$ cat src/rtl/iq_demod_pkg.sv
// Shared types and sizes for the iq_demod sample path.
package iq_demod_pkg;
    localparam int SAMPLE_W = 5;
    localparam int NPAIR    = 5;
    localparam int SEL_W    = 3;
    localparam int NSAMP    = 2 * NPAIR;

    typedef logic [SAMPLE_W-1:0] sample_t;
    typedef enum logic {FILL, HOLD} ld_state_t;
endpackage

$ cat src/rtl/pair_slot_ctr.sv
// Write-slot counter for the pair loader: counts 0..NPAIR-1, wraps after the last slot.
module pair_slot_ctr
    import iq_demod_pkg::*;
(
    input  logic             i_clk,
    input  logic             i_rst,
    input  logic             i_clr,
    input  logic             i_inc,
    output logic [SEL_W-1:0] o_sel,
    output logic             o_last
);
    logic [SEL_W-1:0] r_sel;

    assign o_sel  = r_sel;
    assign o_last = (r_sel == SEL_W'(NPAIR - 1));

    always_ff @(posedge i_clk) begin
        if (i_rst || i_clr) begin
            r_sel <= '0;
        end else if (i_inc) begin
            r_sel <= o_last ? '0 : r_sel + SEL_W'(1);
        end
    end
endmodule

$ cat src/rtl/pair_buf_loader.sv
// Fills a 10-sample frame from 5 sample pairs and presents it downstream with a valid/ready handshake.
// Optional PAIR_BUF_DBL_EN adds a fill bank so the next frame can load while the current one is held.
module pair_buf_loader
    import iq_demod_pkg::*;
(
    input  logic             i_clk,
    input  logic             i_rst,
    input  logic             i_clr,
    input  logic             i_s_valid,
    output logic             o_s_ready,
    input  sample_t          i_s_a,
    input  sample_t          i_s_b,
    output logic [SEL_W-1:0] o_wr_sel,
    output logic             o_f_valid,
    input  logic             i_f_ready,
    output sample_t          o_out_0,
    output sample_t          o_out_1,
    output sample_t          o_out_2,
    output sample_t          o_out_3,
    output sample_t          o_out_4,
    output sample_t          o_out_5,
    output sample_t          o_out_6,
    output sample_t          o_out_7,
    output sample_t          o_out_8,
    output sample_t          o_out_9
);
    ld_state_t        r_state;
    ld_state_t        w_state_nxt;
    sample_t          r_out [NSAMP];
    sample_t          w_bank_nxt [NSAMP];
    logic             w_accept;
    logic             w_last;
    logic             w_s_ready;
    logic             w_f_valid;
    logic [SEL_W-1:0] w_wr_sel;

    assign w_accept = i_s_valid && w_s_ready && !i_clr;

    pair_slot_ctr u_slot_ctr (
        .i_clk  (i_clk),
        .i_rst  (i_rst),
        .i_clr  (i_clr),
        .i_inc  (w_accept),
        .o_sel  (w_wr_sel),
        .o_last (w_last)
    );

`ifdef PAIR_BUF_DBL_EN
    // HOLD here means the fill bank is complete and waiting for the output bank to free up.
    sample_t r_fill [NSAMP];
    logic    r_f_valid;
    logic    w_out_free;
    logic    w_swap;

    assign w_out_free = !r_f_valid || i_f_ready;
    assign w_swap = !i_clr &&
                    (((r_state == FILL) && w_accept && w_last && w_out_free) ||
                     ((r_state == HOLD) && i_f_ready));

    always_comb begin
        w_state_nxt = r_state;
        if (i_clr) begin
            w_state_nxt = FILL;
        end else begin
            case (r_state)
                FILL:    if (w_accept && w_last && !w_out_free) w_state_nxt = HOLD;
                HOLD:    if (i_f_ready) w_state_nxt = FILL;
                default: w_state_nxt = FILL;
            endcase
        end
    end

    always_comb begin
        w_s_ready = !((r_state == HOLD) && !i_f_ready);
        w_f_valid = r_f_valid;
    end

    always_comb begin
        for (int j = 0; j < NSAMP; j++) w_bank_nxt[j] = r_fill[j];
        for (int k = 0; k < NPAIR; k++) begin
            if (w_accept && (w_wr_sel == SEL_W'(k))) begin
                w_bank_nxt[2*k]   = i_s_a;
                w_bank_nxt[2*k+1] = i_s_b;
            end
        end
    end

    always_ff @(posedge i_clk) begin
        if (i_rst) begin
            r_f_valid <= 1'b0;
            for (int j = 0; j < NSAMP; j++) begin
                r_fill[j] <= '0;
                r_out[j]  <= '0;
            end
        end else begin
            for (int j = 0; j < NSAMP; j++) r_fill[j] <= w_bank_nxt[j];
            if (i_clr) begin
                r_f_valid <= 1'b0;
            end else if (w_swap) begin
                r_f_valid <= 1'b1;
                // A waiting bank is already complete; a pair accepted now belongs to the next frame.
                for (int j = 0; j < NSAMP; j++)
                    r_out[j] <= (r_state == HOLD) ? r_fill[j] : w_bank_nxt[j];
            end else if (i_f_ready) begin
                r_f_valid <= 1'b0;
            end
        end
    end
`else
    always_comb begin
        w_state_nxt = r_state;
        if (i_clr) begin
            w_state_nxt = FILL;
        end else begin
            case (r_state)
                FILL:    if (w_accept && w_last) w_state_nxt = HOLD;
                HOLD:    if (i_f_ready) w_state_nxt = FILL;
                default: w_state_nxt = FILL;
            endcase
        end
    end

    always_comb begin
        w_s_ready = (r_state == FILL);
        w_f_valid = (r_state == HOLD);
    end

    always_comb begin
        for (int j = 0; j < NSAMP; j++) w_bank_nxt[j] = r_out[j];
        for (int k = 0; k < NPAIR; k++) begin
            if (w_accept && (w_wr_sel == SEL_W'(k))) begin
                w_bank_nxt[2*k]   = i_s_a;
                w_bank_nxt[2*k+1] = i_s_b;
            end
        end
    end

    always_ff @(posedge i_clk) begin
        if (i_rst) begin
            for (int j = 0; j < NSAMP; j++) r_out[j] <= '0;
        end else begin
            for (int j = 0; j < NSAMP; j++) r_out[j] <= w_bank_nxt[j];
        end
    end
`endif

    always_ff @(posedge i_clk) begin
        if (i_rst) r_state <= FILL;
        else       r_state <= w_state_nxt;
    end

    assign o_s_ready = w_s_ready;
    assign o_f_valid = w_f_valid;
    assign o_wr_sel  = w_wr_sel;
    assign o_out_0   = r_out[0];
    assign o_out_1   = r_out[1];
    assign o_out_2   = r_out[2];
    assign o_out_3   = r_out[3];
    assign o_out_4   = r_out[4];
    assign o_out_5   = r_out[5];
    assign o_out_6   = r_out[6];
    assign o_out_7   = r_out[7];
    assign o_out_8   = r_out[8];
    assign o_out_9   = r_out[9];
endmodule
$ cat config.mk
export PLATFORM = sky130hd
export DESIGN_NAME = pair_buf_loader
export DESIGN_NICKNAME = d
export VERILOG_FILES = /design/src/rtl/iq_demod_pkg.sv /design/src/rtl/pair_slot_ctr.sv /design/src/rtl/pair_buf_loader.sv
export SDC_FILE = /design/constraint.sdc
export NUM_CORES = 1
export LEC_CHECK = 0
export ABC_CLOCK_PERIOD_IN_PS = 1520
export CAP_MARGIN = 20
export CORE_MARGIN = 2
export CORE_UTILIZATION = 46
export DETAILED_ROUTE_END_ITERATION = 8
export MAX_ROUTING_LAYER = met4
export PLACE_DENSITY = 0.79
export SLEW_MARGIN = 40
export SYNTH_ARGS = -nofsm -noshare
export SYNTH_HDL_FRONTEND = slang
export SYNTH_SLANG_ARGS = --single-unit
$ cat constraint.sdc
create_clock -name i_clk -period 1.52 [get_ports i_clk]
set_clock_uncertainty 0.05 [all_clocks]
set_input_delay 0.304 -clock i_clk [delete_from_list [all_inputs] [get_ports i_clk]]
set_output_delay 0.304 -clock i_clk [all_outputs]
set_load 0.01 [all_outputs]
-- Yosys cells after proc, flatten, opt, wreduce, memory -nomap -nowiden
Memory sizes are Yosys's and may differ from the RTL's.
Cells that the tools add are included.
- output and inout bits: 55
- RAM bits: 50
- register bits: 4
- memories: 1
- input port bits: 15
- word-level logic and storage cells: 52
- muxes and demuxes: 22
- eq/ne operators: 4
- bitwise gates (word level): 11
- $add $sub $neg: 1
- reductions and logical operators: 11
- memory list (memory ; depth ; bits a word ; rd ports ; clocked after Yosys merged registers in ; write ports ; RTL line ; RTL):
    r_out ; 10 ; 5 ; 10 ; 0 ; 10 ; pair_buf_loader.sv:29 ; sample_t r_out [NSAMP];
- operators by type and width (cell ; count):
    2-to-1 mux 10 bit ; 5
    2-to-1 mux 5 bit ; 10
    OR 1 bit ; 10
    logical AND 1 bit ; 7
    equality test 3 x 2 -> 1 bit, second input constant ; 2
    2-to-1 mux 1 bit ; 5
    adder 3 x 1 -> 3 bit, second input constant ; 1
    equality test 3 x 1 -> 1 bit, second input constant ; 1
    equality test 3 bit, second input constant ; 1
    logical NOT 3 bit ; 1
    2-to-1 mux 3 bit ; 1
    case mux 1 bit (2 select lines) ; 1
    OR reduction 2 bit ; 1
    logical NOT 1 bit ; 1
    logical OR 1 bit ; 1
    inverter 1 bit ; 1

-- Longest topological paths before layout
Gate-level depths: netlist (run 1).
- depth in word-level cells: 6
- mapped depth: 6
- gate-level depth less buffers: 5

-- By module
A second synthesis (run 1) with hierarchy kept.
- cell total of the unflattened synthesis: 200
- area total of the unflattened synthesis: 2205.9 µm²
- modules (own cells, without submodules) (module ; times used ; cells an instance ; area each (µm²) ; sequential area each (µm²)):
    pair_buf_loader ; 1 ; 183 ; 2034.5 ; 1021.0
    pair_slot_ctr ; 1 ; 17 ; 171.4 ; 60.1

-- Worst setup path before layout (run 1)
OpenSTA, ideal clock, no wires.
- path type: register to register
- start: reg u_slot_ctr.r_sel[2], in the netlist u_slot_ctr.o_sel[2]
- end: mem r_out[6][0] (netlist bit)
- path slack: 0.083 ns
- cell stages (with the launch flop): 7
- buffers on the path: 1
- period minus slack after synthesis: 1.437 ns
- required time: 1.338 ns
- arrival time: 1.255 ns
- setup time: 0.132 ns
- cells stage by stage: dfxtp_1 > inv_1 > ha_1 > and4bb_2 > buf_2 > nand2_1 > a21oi_1
- RTL lines (what ; RTL line ; RTL):
    start: declaration ; pair_slot_ctr.sv:12 ; logic [SEL_W-1:0] r_sel;
    start signal: assignment ; pair_slot_ctr.sv:21 ; r_sel <= o_last ? '0 : r_sel + SEL_W'(1);
    end: declaration ; pair_buf_loader.sv:29 ;

-- Worst setup path in the final report (run 1)
- start: reg r_state, in the netlist o_f_valid
- end: out o_s_ready
- cells in the longest elaborated chain, start to end: 1
- ends and longest elaborated chain (what ; RTL line ; RTL):
    start: declaration ; pair_buf_loader.sv:27 ; ld_state_t r_state;
    start signal: assignment ; pair_buf_loader.sv:149 ; else r_state <= w_state_nxt;
    inverter 1 bit ; n/a ;
    end: declaration ; pair_buf_loader.sv:10 ; output logic o_s_ready,
No other way between the ends.

==> results of run 1 <==
[cells in the final DEF (no fill, tap or decap), types with 5 or more instances in the layout]
master,count
a21oi_1,11
dlygate4sd2_1,56
clkdlybuf4s50_1,12
nand2b_1,50
dfxtp_1,50
buf_4,12
ha_1,5
clkbuf_8,5
nand2_1,20
mux2i_1,42
[per-stage QoR]
stage / TNS (ns) / hold WS, ns / cell area (um2) / instances / power [mW]
3_5_place_dp: -15.67 / 0.393 / 3090 / 341 / 1.71
3_3_place_gp: -14.20 / 0.393 / 3090 / 341 / 1.71
6_report: 0 / 0.399 / 3140 / 350 / 2.48
4_1_cts: 0 / 0.405 / 3130 / 349 / 2.51
5_1_grt: 0 / 0.422 / 3140 / 350 / 2.57
2_1_floorplan: 0 / 0.333 / 2230 / 214 / 1.58
[state kept, by name (all words and copies together), names as in the netlist]
| register | count |
|---|---|
| o_f_valid | 1 |
| r_out | 50 |
| u_slot_ctr.o_sel | 3 |
[area by class of cell]
type | count | area (um2)
Clock buffer | 5 | 68.8
Clock inverter | 3 | 23.8
Fill cell | 414 | 1550
Inverter | 4 | 15.0
Multi-Input combinational cell | 145 | 1080
Sequential cell | 54 | 1090
Tap cell | 54 | 67.6
Timing Repair Buffer | 85 | 793
[logic make-up after synthesis]
group,after synthesis,synth area share [%]
buf+inv,15,3.15
compound gates,12,2.81
simple gates,85,23.4
flops,54,48.5
mux,42,18.9
xor+xnor,1,0.393
fa+ha+maj,5,2.81
[per-layer routing]
layer | share of wire, % | vias up | GRT usage [%]
li1 | - | 873 | -
met1 | 47 | 809 | 25.6
met2 | 47 | 42 | 31.5
met3 | 3.8 | 8 | 4.39
met4 | 1.7 | 0 | 6.46
met5 | 0 | - | -
[synth_stat cells]
| cell | instances |
|---|---|
| dfxtp_1 | 54 |
| nand2b_1 | 50 |
| mux2i_1 | 42 |
| nand2_1 | 20 |
| a21oi_1 | 11 |
| clkbuf_1 | 7 |
| ha_1 | 5 |
| inv_1 | 4 |
| and3_1 | 2 |
| buf_2 | 2 |
| nand2_2 | 2 |
| nor3_1 | 2 |
| a21boi_1 | 1 |
| and2_1 | 1 |
| and4bb_2 | 1 |
| buf_4 | 1 |
| buf_6 | 1 |
| nand3_1 | 1 |
| nand3_2 | 1 |
| nand4bb_1 | 1 |
| nor2_1 | 1 |
| nor3b_4 | 1 |
| nor4b_4 | 1 |
| or2b_1 | 1 |
| xnor2_1 | 1 |
[critical path: cells and delay by family, from the launching register on]
family                 cells  cell delay, ns
buffers and inverters      2            0.33
DFF                        1            0.42
[worst min path at each step]
stage / startpoint / endpoint / slack (ns)
after floorplan: i_clr / u_slot_ctr.o_sel[1]$_SDFFE_PP0P_ / 0.33
final: r_out[7][3]$_SDFFE_PP0P_ / r_out[7][3]$_SDFFE_PP0P_ / 0.40
after global routing: r_out[7][3]$_SDFFE_PP0P_ / r_out[7][3]$_SDFFE_PP0P_ / 0.42
after detailed placement: r_out[7][3]$_SDFFE_PP0P_ / r_out[7][3]$_SDFFE_PP0P_ / 0.39
after global placement: r_out[7][1]$_SDFFE_PP0P_ / r_out[7][1]$_SDFFE_PP0P_ / 0.39
after CTS: r_out[7][3]$_SDFFE_PP0P_ / r_out[7][3]$_SDFFE_PP0P_ / 0.40
[report_power, final]
group          switching (mW)  internal [mW]
Sequential             0.0103           1.43
Combinational          0.0971          0.123
Clock                   0.492          0.330
[timing repair]
action	CTS	global route
gates resized for setup	62	1
cloned	0	0
endpoints found under the hold margin	0	0
endpoints found under the setup margin	60	16
hold buffers	0	0
setup buffers	0	1
==> metrics.yaml, run 1 <==
path_clk_slew_ns: 0.10
grt.overflow.total: 0
tightest_slew_ns: 0.332
synth_top_area_share_pct: 48.5
worstSetupPathType: "reg -> out"
grt_pass1_wl_um: 8040
die-area_mm2: 0.00541
required_ns: 1.17
fin_util_pct: 66.9
cts_sinks: 54
cts_tree: "yes"
syn_area_mm2: 0.00223
clk_latency_ns: 0.30
drc: 0
startpoint: "o_f_valid$_SDFF_PP0_"
vdd_ir_drop_max_v: 0.000547
die_h_um: 73.6
ys_types: 25
syn_to_final_growth_pct: 40.9
path_max_fanout: 7
hold-path-cell-count: 2
avgViaCountPerCell: 4.95
clock_path_buffers: 2
ys_ff_latch: 54
arrival_ns: 1.05
root_buffer: "clkbuf_8"
grtUsageTotal_pct: 20.0
cts_buffers: 5
port-buffer-count: 69
syn_nets: 234
drtAntennaViolNets: 0
fin_crit_sh_pct: 92.2
fmax_mhz: 714
status: "finished clean"
detail_route.wirelength_um: 4880
final_max_slew_viol_count: 0
die_x_um: 73.6
antenna_found_initial: 0
cellPowerDensity_mw_per_mm2: 791
core-area_mm2: 0.00469
via_count: 1732
cts.htree.levels: 2
synth_area_leader_cell: "dfxtp_1"
netlist_instances: 214
synth_area_leaders: "dfxtp_1, mux2i_1, nand2b_1"
leakage_nw: 1.61
startpoint_type: "flop"
grt_pass1_vias: 1682
yosysSeqAreaShare_pct: 48.5
place_hpwl_um: 3680
rr_worst_depth: 5
cp-end-kind: "output pin"
drv_cap: 0
yosysWarnings: 0
period_minus_slack_ns: 1.40
drtPass1Iterations: 4
relSlewSlack_pct: 77.8
rsz0062_at_grt: "no"
reg2reg_to: "r_out[6][3]$_SDFFE_PP0P_"
drive_gt1_share_pct: 11.5
hold_viol_final: 0
r2r_start: "u_slot_ctr.o_sel[0]$_SDFFE_PP0P_"
drt_iter0_drc: 75
antenna_cells: 0
path_cells: "inv_1 > dlygate4sd2_1"
setup_viol: 0
slowest_stage: "dfxtp_4"
synth_area_per_cell_um2: 10.4
dp_slack_ns: -0.340
start_util_pct: 47.5
setup_slack_ns: 0.119
max_stage_delay_ns: 0.42
wl_per_cell_um: 13.9
endpoint: "o_s_ready"
fin_nets: 315
grt_max_degree: 35
rows: 25
hold_class: "reg -> reg"
timing.reg2reg.setup_slack_ns: 0.13
globalplace.congestion: 0.846
io_pins: 70
(Power assumes the default switching activity.)
==> run 2, diff against run 1 <==
--- a/config.mk
+++ b/config.mk
@@ -6,12 +6,10 @@
 export NUM_CORES = 1
 export LEC_CHECK = 0
 export ABC_CLOCK_PERIOD_IN_PS = 1520
-export CAP_MARGIN = 20
-export CORE_MARGIN = 2
-export CORE_UTILIZATION = 46
+export CORE_UTILIZATION = 45
 export DETAILED_ROUTE_END_ITERATION = 8
 export MAX_ROUTING_LAYER = met4
-export PLACE_DENSITY = 0.79
+export PLACE_DENSITY = 0.78
 export SLEW_MARGIN = 40
 export SYNTH_ARGS = -nofsm -noshare
 export SYNTH_HDL_FRONTEND = slang
==> metrics.yaml, run 2 (synthesized netlist as in run 1, its figures left out) <==
die_h_um: 72.4  # was 73.6 um
drt_iter0_drc: 45  # was 75
clk_latency_ns: 0.30  # about the same
wl_per_cell_um: 13.6  # was 13.9 um
hold_viol_final: 0  # unchanged
grtUsageTotal_pct: 20.6  # was 20.0%
path_clk_slew_ns: 0.10  # about the same
vdd_ir_drop_max_v: 0.000483  # was 0.000547 V
clock_path_buffers: 2  # unchanged
avgViaCountPerCell: 4.71  # was 4.95
rr_worst_depth: 5  # unchanged
drtAntennaViolNets: 0  # unchanged
status: "finished clean"  # unchanged
max_stage_delay_ns: 0.36  # was 0.42 ns
path_cells: "inv_1 > ha_1 > nand3_2 > buf_12 > mux2i_1"  # was inv_1 > dlygate4sd2_1
detail_route.wirelength_um: 4900  # was 4880 um
root_buffer: "clkbuf_8"  # unchanged
startpoint_type: "flop"  # unchanged
antenna_cells: 0  # unchanged
drtPass1Iterations: 4  # unchanged
port-buffer-count: 69  # unchanged
cellPowerDensity_mw_per_mm2: 779  # was 791 mW/mm2
syn_to_final_growth_pct: 41.1  # was 40.9%
arrival_ns: 1.56  # was 1.05 ns
reg2reg_to: "r_out[8][0]$_SDFFE_PP0P_"  # was r_out[6][3]$_SDFFE_PP0P_
min_delay_worst_endpoint: "r_out[7][0]$_SDFFE_PP0P_"  # was r_out[7][3]$_SDFFE_PP0P_
slowest_stage: "dfxtp_1"  # was dfxtp_4
cts_sinks: 54  # unchanged
place_hpwl_um: 3590  # was 3680 um
cp-end-kind: "flop"  # was output pin
start_util_pct: 46.8  # was 47.5%
relSlewSlack_pct: 77.4  # was 77.8%
required_ns: 1.67  # was 1.17 ns
final_max_slew_viol_count: 0  # unchanged
die_x_um: 72.4  # was 73.6 um
timing.reg2reg.setup_slack_ns: 0.11  # was 0.13 ns
globalplace.congestion: 0.812  # was 0.846
layout_commonest_cell: "dlygate4sd2_1"  # unchanged
core-area_mm2: 0.00475  # was 0.00469 mm2
drive_gt1_share_pct: 9.90  # was 11.5%
io_pins: 70  # unchanged
cts_buffers: 5  # unchanged
antenna_found_initial: 0  # unchanged
hold_class: "reg -> reg"  # unchanged
die-area_mm2: 0.00523  # was 0.00541 mm2
fin_crit_sh_pct: 92.9  # was 92.2%
grt_pass1_wl_um: 8000  # was 8040 um
r2r_start: "u_slot_ctr.o_sel[0]$_SDFFE_PP0P_"  # unchanged
stdcell_count: 360  # was 350
drv_cap: 0  # unchanged
cts.htree.levels: 2  # unchanged
period_minus_slack_ns: 1.41  # was 1.40 ns
placed_area_mm2: 0.00309  # about the same
top_register: "r_out"  # unchanged
grt.overflow.total: 0  # unchanged
hold-path-cell-count: 2  # unchanged
dpl.cell_count: 352  # was 341
drc: 0  # unchanged
cts_tree: "yes"  # unchanged
path_max_fanout: 11  # was 7
crit_family: "flip-flops"  # unchanged
worstHoldStart: "r_out[7][0]$_SDFFE_PP0P_"  # was r_out[7][3]$_SDFFE_PP0P_
path_depth: 5  # was 2
leakage_nw: 1.61  # about the same
cp_num_buf_inv: 2  # unchanged
setup_viol: 0  # unchanged
rows: 25  # unchanged
largest_reg_flops: 50  # unchanged
worstSetupPathType: "reg -> reg"  # was reg -> out
fin_nets: 313  # was 315
fmax_mhz: 708  # was 714 MHz
rsz0062_at_grt: "no"  # unchanged
grt_max_degree: 30  # was 35
tightest_slew_ns: 0.338  # was 0.332 ns
fin_area_mm2: 0.00314  # about the same
grt_pass1_vias: 1615  # was 1682
final_cell_mix: "dlygate4sd2_1, dfxtp_1, nand2b_1"  # was dlygate4sd2_1, nand2b_1, dfxtp_1
via_count: 1697  # was 1732
==> run 2: cell types whose count changed in the layout (fill, tap and decap cells not counted), sizes merged <==
cell,previous run,this run
buf,16,14
clkinv,0,1
clkinvlp,2,0
dlygate4sd2,56,55
dlymetal6s2s,1,2
==> run 2: area by class of cell <==
cell class	count	area [um2]
multi-input combinational	145	1090
sequential	54	1090
timing repair buffer	83	782
fill	426	1610
clock buffer	5	68.8
clock inverter	2	13.8
tap	67	83.8
inverter	4	15.0
==> run 2: worst max path at each step <==
stage                                           to  slack (ns)                        startpoint
after floorplan           r_out[6][0]$_SDFFE_PP0P_        0.08  u_slot_ctr.o_sel[2]$_SDFFE_PP0P_
final                     r_out[8][0]$_SDFFE_PP0P_        0.11  u_slot_ctr.o_sel[0]$_SDFFE_PP0P_
after global routing      r_out[6][4]$_SDFFE_PP0P_        0.03  u_slot_ctr.o_sel[0]$_SDFFE_PP0P_
after global placement    r_out[2][0]$_SDFFE_PP0P_       -0.29                             i_clr
after detailed placement  r_out[2][0]$_SDFFE_PP0P_       -0.34                             i_clr
after CTS                 r_out[1][0]$_SDFFE_PP0P_      -0.005                             i_clr
==> run 2: what timing repair did <==
action / 4_1_cts / 5_1_grt
endpoints found under the setup margin: 62 / 30
gates cloned: 0 / 0
setup buffers: 0 / 1
hold buffers: 0 / 0
pin swaps: 0 / 2
hold endpoints to repair: 0 / 0
gates resized for setup: 60 / 4
==> run 2: worst register-to-register path: cells and delay by family (launching register included) <==
| kind | cells | cell delay (ns) |
|---|---|---|
| fa+ha+maj | 1 | 0.31 |
| flops | 1 | 0.36 |
| simple gates | 1 | 0.16 |
| buf+inv | 2 | 0.31 |
| mux | 1 | 0.12 |
==> run 2: report_power, final <==
group          total [mW]  internal (mW)  switching (mW)
logic               0.221          0.122          0.0990
clock network       0.786          0.320           0.467
registers            1.44           1.43          0.0102
==> run 2: metal layers <==
layer / global-route usage (%) / up-vias / routed length (um)
met3: 3.06 / 7 / 163
met1: 27.8 / 790 / 2360
li1: - / 858 / -
met4: 7.63 / 0 / 72
met2: 31.4 / 42 / 2310
met5: - / - / 0
==> run 2: stage by stage <==
step	utilization, %	TNS, ns	setup WS (ns)	power, mW	hold WS, ns
floorplan	-	0	0.0828	1.58	0.333
global placement	65.1	-12.76	-0.293	1.70	0.393
detailed placement	65.1	-14.87	-0.338	1.70	0.395
CTS	65.6	-0.00534	-0.00534	2.46	0.409
global route	66.1	0	0.0262	2.53	0.428
finish	66.1	0	0.107	2.45	0.407
